===== src/rtl/vec_pkg.sv =====
// Shared constants and state type for the vector memory stage.
// Lane slicing matches the vector ALU lane layout.
package vec_pkg;

    localparam int VEC_WIDTH  = 128;
    localparam int LANE_BITS  = 8;
    localparam int LANES      = VEC_WIDTH / LANE_BITS;
    localparam int MEM_ADDR_W = 16;

    typedef enum logic [1:0] {
        IDLE  = 2'd0,
        STORE = 2'd1,
        LOAD  = 2'd2,
        DONE  = 2'd3
    } vmem_state_t;

endpackage


===== src/rtl/vec_mem_unit.sv =====
// Multi-cycle vector load/store stage: serializes a vector to byte memory
// one lane per cycle, or gathers consecutive bytes into a vector.
module vec_mem_unit
    import vec_pkg::*;
#(
    parameter int WIDTH_V    = VEC_WIDTH,
    parameter int BITS_INDEX = LANE_BITS,
    parameter int ADDR_W     = MEM_ADDR_W
) (
    input  logic                  clk,
    input  logic                  rst,
    input  logic                  start,
    input  logic                  is_store,
    input  logic [ADDR_W-1:0]     base_addr,
    input  logic [WIDTH_V-1:0]    store_data,
    output logic                  busy,
    output logic                  done,
    output logic [WIDTH_V-1:0]    load_data,
    output logic [ADDR_W-1:0]     mem_addr,
    output logic [BITS_INDEX-1:0] mem_wdata,
    output logic                  mem_we,
    input  logic [BITS_INDEX-1:0] mem_rdata
);

    localparam int NLANES = WIDTH_V / BITS_INDEX;
    localparam int CNT_W  = $clog2(NLANES + 1);

    vmem_state_t          state;
    vmem_state_t          next_state;
    logic [CNT_W-1:0]     k;
    logic [ADDR_W-1:0]    base_q;
    logic [WIDTH_V-1:0]   data_q;
    logic [WIDTH_V-1:0]   shadow;
    logic [WIDTH_V-1:0]   shadow_next;
    logic [WIDTH_V-1:0]   load_q;
    logic [CNT_W-1:0]     lane_off;

    always_ff @(posedge clk) begin
        if (rst) begin
            state <= IDLE;
        end else begin
            state <= next_state;
        end
    end

    always_comb begin
        next_state = state;
        case (state)
            IDLE:    if (start) next_state = is_store ? STORE : LOAD;
            STORE:   if (k == CNT_W'(NLANES - 1)) next_state = DONE;
            LOAD:    if (k == CNT_W'(NLANES)) next_state = DONE;
            DONE:    next_state = IDLE;
            default: next_state = IDLE;
        endcase
    end

    // Read data lags the address by one cycle, so cycle k fills lane k-1.
    always_comb begin
        shadow_next = shadow;
        for (int i = 0; i < NLANES; i++) begin
            if (k == CNT_W'(i + 1)) begin
                shadow_next[i*BITS_INDEX +: BITS_INDEX] = mem_rdata;
            end
        end
    end

    always_ff @(posedge clk) begin
        if (rst) begin
            k      <= '0;
            base_q <= '0;
            data_q <= '0;
            shadow <= '0;
            load_q <= '0;
        end else begin
            case (state)
                IDLE: begin
                    if (start) begin
                        base_q <= base_addr;
                        data_q <= store_data;
                        k      <= '0;
                    end
                end
                STORE: k <= k + CNT_W'(1);
                LOAD: begin
                    k      <= k + CNT_W'(1);
                    shadow <= shadow_next;
                    if (k == CNT_W'(NLANES)) begin
                        load_q <= shadow_next;
                    end
                end
                default: ;
            endcase
        end
    end

    // The final LOAD cycle only collects data; hold the last lane address.
    assign lane_off = (k == CNT_W'(NLANES)) ? CNT_W'(NLANES - 1) : k;

    always_comb begin
        busy      = 1'b0;
        done      = 1'b0;
        mem_we    = 1'b0;
        mem_addr  = '0;
        mem_wdata = '0;
        case (state)
            STORE: begin
                busy     = 1'b1;
                mem_we   = 1'b1;
                mem_addr = base_q + ADDR_W'(k);
                for (int i = 0; i < NLANES; i++) begin
                    if (k == CNT_W'(i)) begin
                        mem_wdata = data_q[i*BITS_INDEX +: BITS_INDEX];
                    end
                end
            end
            LOAD: begin
                busy     = 1'b1;
                mem_addr = base_q + ADDR_W'(lane_off);
            end
            DONE:    done = 1'b1;
            default: ;
        endcase
    end

    assign load_data = load_q;

endmodule


===== config.mk =====
export PLATFORM = sky130hd
export DESIGN_NAME = vec_mem_unit
export DESIGN_NICKNAME = d
export VERILOG_FILES = /design/src/rtl/vec_pkg.sv /design/src/rtl/vec_mem_unit.sv
export SDC_FILE = /design/constraint.sdc
export NUM_CORES = 1
export LEC_CHECK = 0
export BUFFER_PORTS_ARGS = -buffer_cell sky130_fd_sc_hd__buf_2
export CORE_ASPECT_RATIO = 1.4
export CORE_MARGIN = 2
export CORE_UTILIZATION = 30
export DETAILED_ROUTE_END_ITERATION = 6
export PLACE_DENSITY_LB_ADDON = 0.3
export SKIP_CTS_REPAIR_TIMING = 1
export SLEW_MARGIN = 10
export SYNTH_ARGS = -nofsm -noshare
export SYNTH_HDL_FRONTEND = slang
export SYNTH_SLANG_ARGS = --single-unit

===== constraint.sdc =====
create_clock -name clk -period 7.25 [get_ports clk]
set_input_delay 0.725 -clock clk [delete_from_list [all_inputs] [get_ports clk]]
set_output_delay 0.725 -clock clk [all_outputs]
set_load 0.01 [all_outputs]

After elaboration in Yosys (flattened, before gate mapping)
Index checks and enable logic that the tools add are counted.
Widths: inputs -> output; s select.
Word-level totals
  memory bits (read-only): 0
  memories kept: 0
  bits of input ports: 156
  bits in latches: 0
  bits in writable memories: 0
  register bits after elaboration: 407
Cells by class
  equality and inequality tests: 22
  reduce and logical (&&, ||, !) cells: 8
  muxes and demuxes: 45
  $lt $le $gt $ge: 0
  add/subtract/negate cells: 3
  $mul: 0
  div/mod/pow operators: 0
  shift operators: 0
  bitwise logic cells: 0
Operators by type and width (number)
  $mux 8: 33
  $eq 5x4->1 const B: 8
  $add 16x5->16: 2
  $pmux 16 s2: 1
  $eq 5x3->1 const B: 4
  $eq 5x2->1 const B: 2
  $mux 5: 2
  $pmux 5 s2: 1
  $mux 2: 4
  $pmux 2 s4: 1
  $ne 2x2->1 const B: 3
  $reduce_and 2->1: 3
  $add 5x1->5 const B: 1
  $eq 5x1->1 const B: 1
  $eq 5x5->1 const B: 1
  $logic_not 5->1: 1
  $eq 2x2->1 const B: 2
  $mux 1: 3
  $reduce_and 3->1: 1
  $eq 2x1->1 const B: 1
  $logic_not 2->1: 1
  $reduce_bool 2->1: 1
  $reduce_or 2->1: 1

Longest topological paths before layout
  depth in word-level cells: 18
  depth in mapped cells: 15
  mapped depth without buffers: 13

Worst setup path before layout
Ideal clock, no wire load.
  path kind: flip-flop to output port
  start: reg k[0]
  end: out mem_addr[6]
  path buffers: 2
  setup slack: 3481 ps
  cell stages (with the launch flop): 16
  arrival time: 3044 ps
  cells stage by stage: dfxtp_1 > inv_1 > ha_1 > nor3b_2 > nand3_1 > clkbuf_1 > buf_2 > nand2_1 > ha_1 > inv_1 > fa_1 > nor2b_1 > o21a_1 > o21ai_0 > a21boi_0 > mux2i_1
Between the ends
  cells in the longest elaborated chain, start to end: 4
Ends and longest elaborated chain
  from (decl): line vec_mem_unit.sv:30  | logic [CNT_W-1:0] k;
  from (signal assigned): line vec_mem_unit.sv:83  | STORE: k <= k + CNT_W'(1);
  from (signal assigned): line vec_mem_unit.sv:85  | k <= k + CNT_W'(1);
  $eq 5x5->1: line vec_mem_unit.sv:97  | assign lane_off = (k == CNT_W'(NLANES)) ? CNT_W'(NLANES - 1) : k;
  $mux 5: line vec_mem_unit.sv:97
  $add 16x5->16: line vec_mem_unit.sv:118  | mem_addr = base_q + ADDR_W'(lane_off);
  $pmux 16 s2 (*): line vec_mem_unit.sv:105  | case (state)
  to (decl): line vec_mem_unit.sv:19  | output logic [ADDR_W-1:0] mem_addr,
Every way passes the cells marked *; elsewhere a longest branch is shown, timed or not.

Worst setup path after layout
Ends and elaborated chain as after synthesis.

==> summary.md <==
| Metric | Value |
|---|---|
| Run status | `finished, final reports clean` |
| Buffers on Ports | `310` |
| Synthesis-to-finish area growth | `20.73%` |
| Yosys warns | `0` |
| Worst r2r src | `k[0]$_SDFFE_PP0P_` |
| Largest area contributor in the netlist | `dfxtp_1` |
| Worst-case vdd ir drop | `0.1783 mV` |
| Largest cells by area after synthesis | `dfxtp_1 (49%), nand2_1 (11%), a21oi_1 (9.8%), mux2i_1 (6.4%), nand3_1 (4.1%)` |
| Number of nets produced by synthesis | `2,184` |
| Worst Hold Launch | `base_addr[5]` |
| Setup slack of the critical path after layout | `2185 ps` |
| Routed WL | `55,440 um` |
| Number of different library cells in the post-synthesis netlist | `61` |
| Detailed-route DRC error count | `0` |
| Iteration-0 DRC Markers | `839` |
| P_int | `4.057 mW` |
| Post-Synthesis Cells | `2,013` |
| Count of clock tree sinks | `399` |
| Slew margin rel. | `23.71%` |
| Setup_tns | `0 ps` |
| Portion of total power attributed to sequential cells | `42.3%` |
| Detail Route Antenna Nets | `0` |
| Endpoint with the worst hold slack | `base_q[5]$_SDFFE_PP0P_` |
| HPWL after detailed placement | `38,820 um` |
| First-pass GRT wire length | `83,950 um` |
| Worst min-delay path category | `in -> reg` |
| Ratio of final minimum period to clock period | `69.86%` |
| Clock tree from TritonCTS | `yes` |
| Critical Path End Type | `primary output` |
| Clock slew at reported path FFs | `60 ps` |
| Final Max Slew Viols | `0` |
| Number of detailed-routing iterations run before antenna repair | `5` |
| Fraction of final layout cells sized beyond drive strength 1 | `18.54%` |
| Via count | `14,590` |
| DIE HEIGHT | `279.6 um` |
| Most instantiated cells after synthesis | `nand2_1 (495), dfxtp_1 (399), a21oi_1 (319)` |
| Maximum number of pins on one net before global-route repair | `209` |
| H-tree depth | `2` |
| Top FF cell, synth | `dfxtp_1` |
| Cell type of the slowest stage on the worst timing path | `fa_1` |
| Highest fanout seen on the critical path | `25` |
| Average footprint of a synthesized cell | `8.088 um2` |
| Clock Tree Buf Depth | `3` |
| Post-placement worst setup slack | `2757 ps` |
| Most common cell in the synthesized netlist | `nand2_1` |
| Via density per instance | `4.918` |
| Psw | `1.755 mW` |
| Number of antenna violations at the first check in global routing | `2` |
| Post-Synth Simple-Gate Area | `23.40%` |
| Top-level port count | `311` |
| Later-pin clock latency in the skew report | `560 ps` |
| Kind of critical path | `reg -> out` |
| Xor/xnor cell area share of the yosys netlist | `0.2690%` |
| Maximum capacitance violations | `0` |
| Top achievable clock speed | `0.1974 GHz` |
| Filler Cell Count | `5,680` |
| Setup skew after layout | `14.70 ps` |
| Kind of launch point of the worst setup path | `register` |
| Average wire length per cell after detail routing | `18.69 um` |
| Placeable Area | `0.05396 mm2` |
| Setup repair after global routing missed its margin | `false` |
| Worst path cell trace | `inv_1, ha_1, buf_4, nor3b_2, nand3_4, nand2_1, ha_1, inv_1, fa_1, nor2b_1, o21a_1, o21ai_0, a21boi_0, mux2i_1, buf_2` |
| Initial Util | `30.17%` |
| Overall Global Routing Usage | `19.15%` |
| CP peak stage delay | `410 ps` |
| FF-to-FF setup slack | `3980 ps` |
| Site Rows | `101` |
| Final RePlAce weighted congestion | `0.8632` |
| Sequential cell area fraction in the yosys report | `49.06%` |
| Number of buffers created by CTS | `42` |
| Fraction of registers with async set/reset | `0%` |
| Number of stages on the worst hold path | `3` |
| Comb power frac | `18.4%` |
| CP arrival | `4340 ps` |
| Largest family of logic cells by synthesized area | `simple AND/OR/NAND/NOR gates` |
| Crit path buffers/inverters | `4` |
| Total gr overflow | `0` |
| Tightest hold margin | `399.5 ps` |
| Data required, critical path | `6520 ps` |
| Clock network fraction of total power | `39.3%` |
| Cell Area, Synth | `0.01628 mm2` |
| Post-Synth Adder-Cell Area | `1.199%` |
| EDFF count, synth | `0` |
| Number of hold-slack violations in the final timing report | `0` |
| Top cell family by delay on the critical path | `simple AND/OR/NAND/NOR gates` |
| Layout net count | `2,383` |
| Final critical path time including I/O delays and setup | `5065 ps` |
| Post-synthesis mux area share | `6.394%` |
| Area share of the largest cell type after synthesis | `49.06%` |
| Setup-violating endpoint count in the final report | `0` |
| Die extent in x | `200.9 um` |
| Cell depth of the worst flop-to-flop path | `8` |
| Post-synthesis sequential element count | `399` |
| P per Cell Area | `295.7 mW/mm2` |
| CTS root buffer | `clkbuf_16` |
| Cell leakage power | `8.225 nW` |
| Worst Max-Slew Pin Slew | `1144 ps` |
| Die area | `0.05618 mm2` |
| Complex-gate fraction of the synthesized area | `15.10%` |
| Worst reg2reg endpoint | `load_data[99]$_SDFFE_PP0P_` |
| Number of global-route vias before repair | `14,110` |
| Switching portion of total power | `30.19%` |
layout by cell type (no fill, tap or decap), drive strengths merged, types with 6 or more instances in the layout:
cell type / n
nand3: 145
dfxtp: 399
buf: 321
nor3: 18
o31ai: 6
clkbuf: 58
o21ai: 36
a31oi: 9
a211oi: 21
nand2: 495
nor2: 136
clkinv: 8
o32a: 6
bufinv: 6
nand2b: 7
ha: 14
o22ai: 8
a21oi: 319
and2: 12
o221ai: 10
inv: 15
nand3b: 6
nor2b: 19
a311o: 8
nor3b: 10
mux2i: 104
per-layer routing:
| layer | wire (um) | global-route usage, % |
|---|---|---|
| met1 | 22350 | 22.26 |
| met2 | 28160 | 34.71 |
| met3 | 2731 | 3.083 |
| met4 | 2189 | 8.148 |
| met5 | 7 | 0 |
flip-flops by register name, indices dropped and copies added, names as in the netlist:
register   cells
shadow       120
base_q        16
load_data    128
data_q       128
k              5
state          2
cell type report:
type,instances,area [um2],area share (%)
clock buffers,58,1192,6.066
diodes,1,2.502,0.01273
inverters,15,56.30,0.2864
well taps,721,902.1,4.589
repair buffers,321,1657,8.427
clock inverters,18,261.5,1.330
flip-flops and latches,399,7988,40.63
multi-input cells,1433,7599,38.65
power groups by stage:
stage / Sequential, mW / Clock (mW) / Combinational, mW
after global placement: 2.50 / 0 / 1.07
final: 2.46 / 2.28 / 1.07
after CTS: 2.46 / 2.34 / 1.09
after floorplan: 2.46 / 0 / 0.743
after global routing: 2.47 / 2.44 / 1.19
after detailed placement: 2.51 / 0 / 1.09
kinds of logic (layout without fill, tap and decap cells):
group,count (synthesis),after routing
simple gates,869,869
compound gates,440,440
flops,399,399
buf+inv,181,412
mux,104,104
fa+ha+maj,15,15
xor+xnor,5,5
other cells,0,1
stage by stage:
step	utilization, %	cell area (um2)	std cells	total power, mW
after floorplan	-	16280	2013	3.200
after global placement	33.73	18200	2889	3.570
after detailed placement	33.73	18200	2889	3.591
after CTS	36.43	19660	2965	5.885
after global routing	36.43	19660	2966	6.102
final	36.43	19660	2966	5.812
tightest hold or removal path: stages:
cell and delay, ps:
buf_2 90, nand2_1 40, a21oi_1 50
how the worst max path moves through the flow:
stage / slack [ps] / start / end / cells after the start
after floorplan: 3480 / k[0]$_SDFFE_PP0P_ / mem_addr[6] / 15
after global placement: 2870 / k[0]$_SDFFE_PP0P_ / mem_addr[6] / 15
after detailed placement: 2760 / k[0]$_SDFFE_PP0P_ / mem_addr[6] / 15
after CTS: 2140 / k[0]$_SDFFE_PP0P_ / mem_addr[6] / 15
after global routing: 1870 / k[0]$_SDFFE_PP0P_ / mem_addr[6] / 15
final: 2180 / k[0]$_SDFFE_PP0P_ / mem_addr[6] / 15
Note: power is estimated with default switching activity, not from simulation.
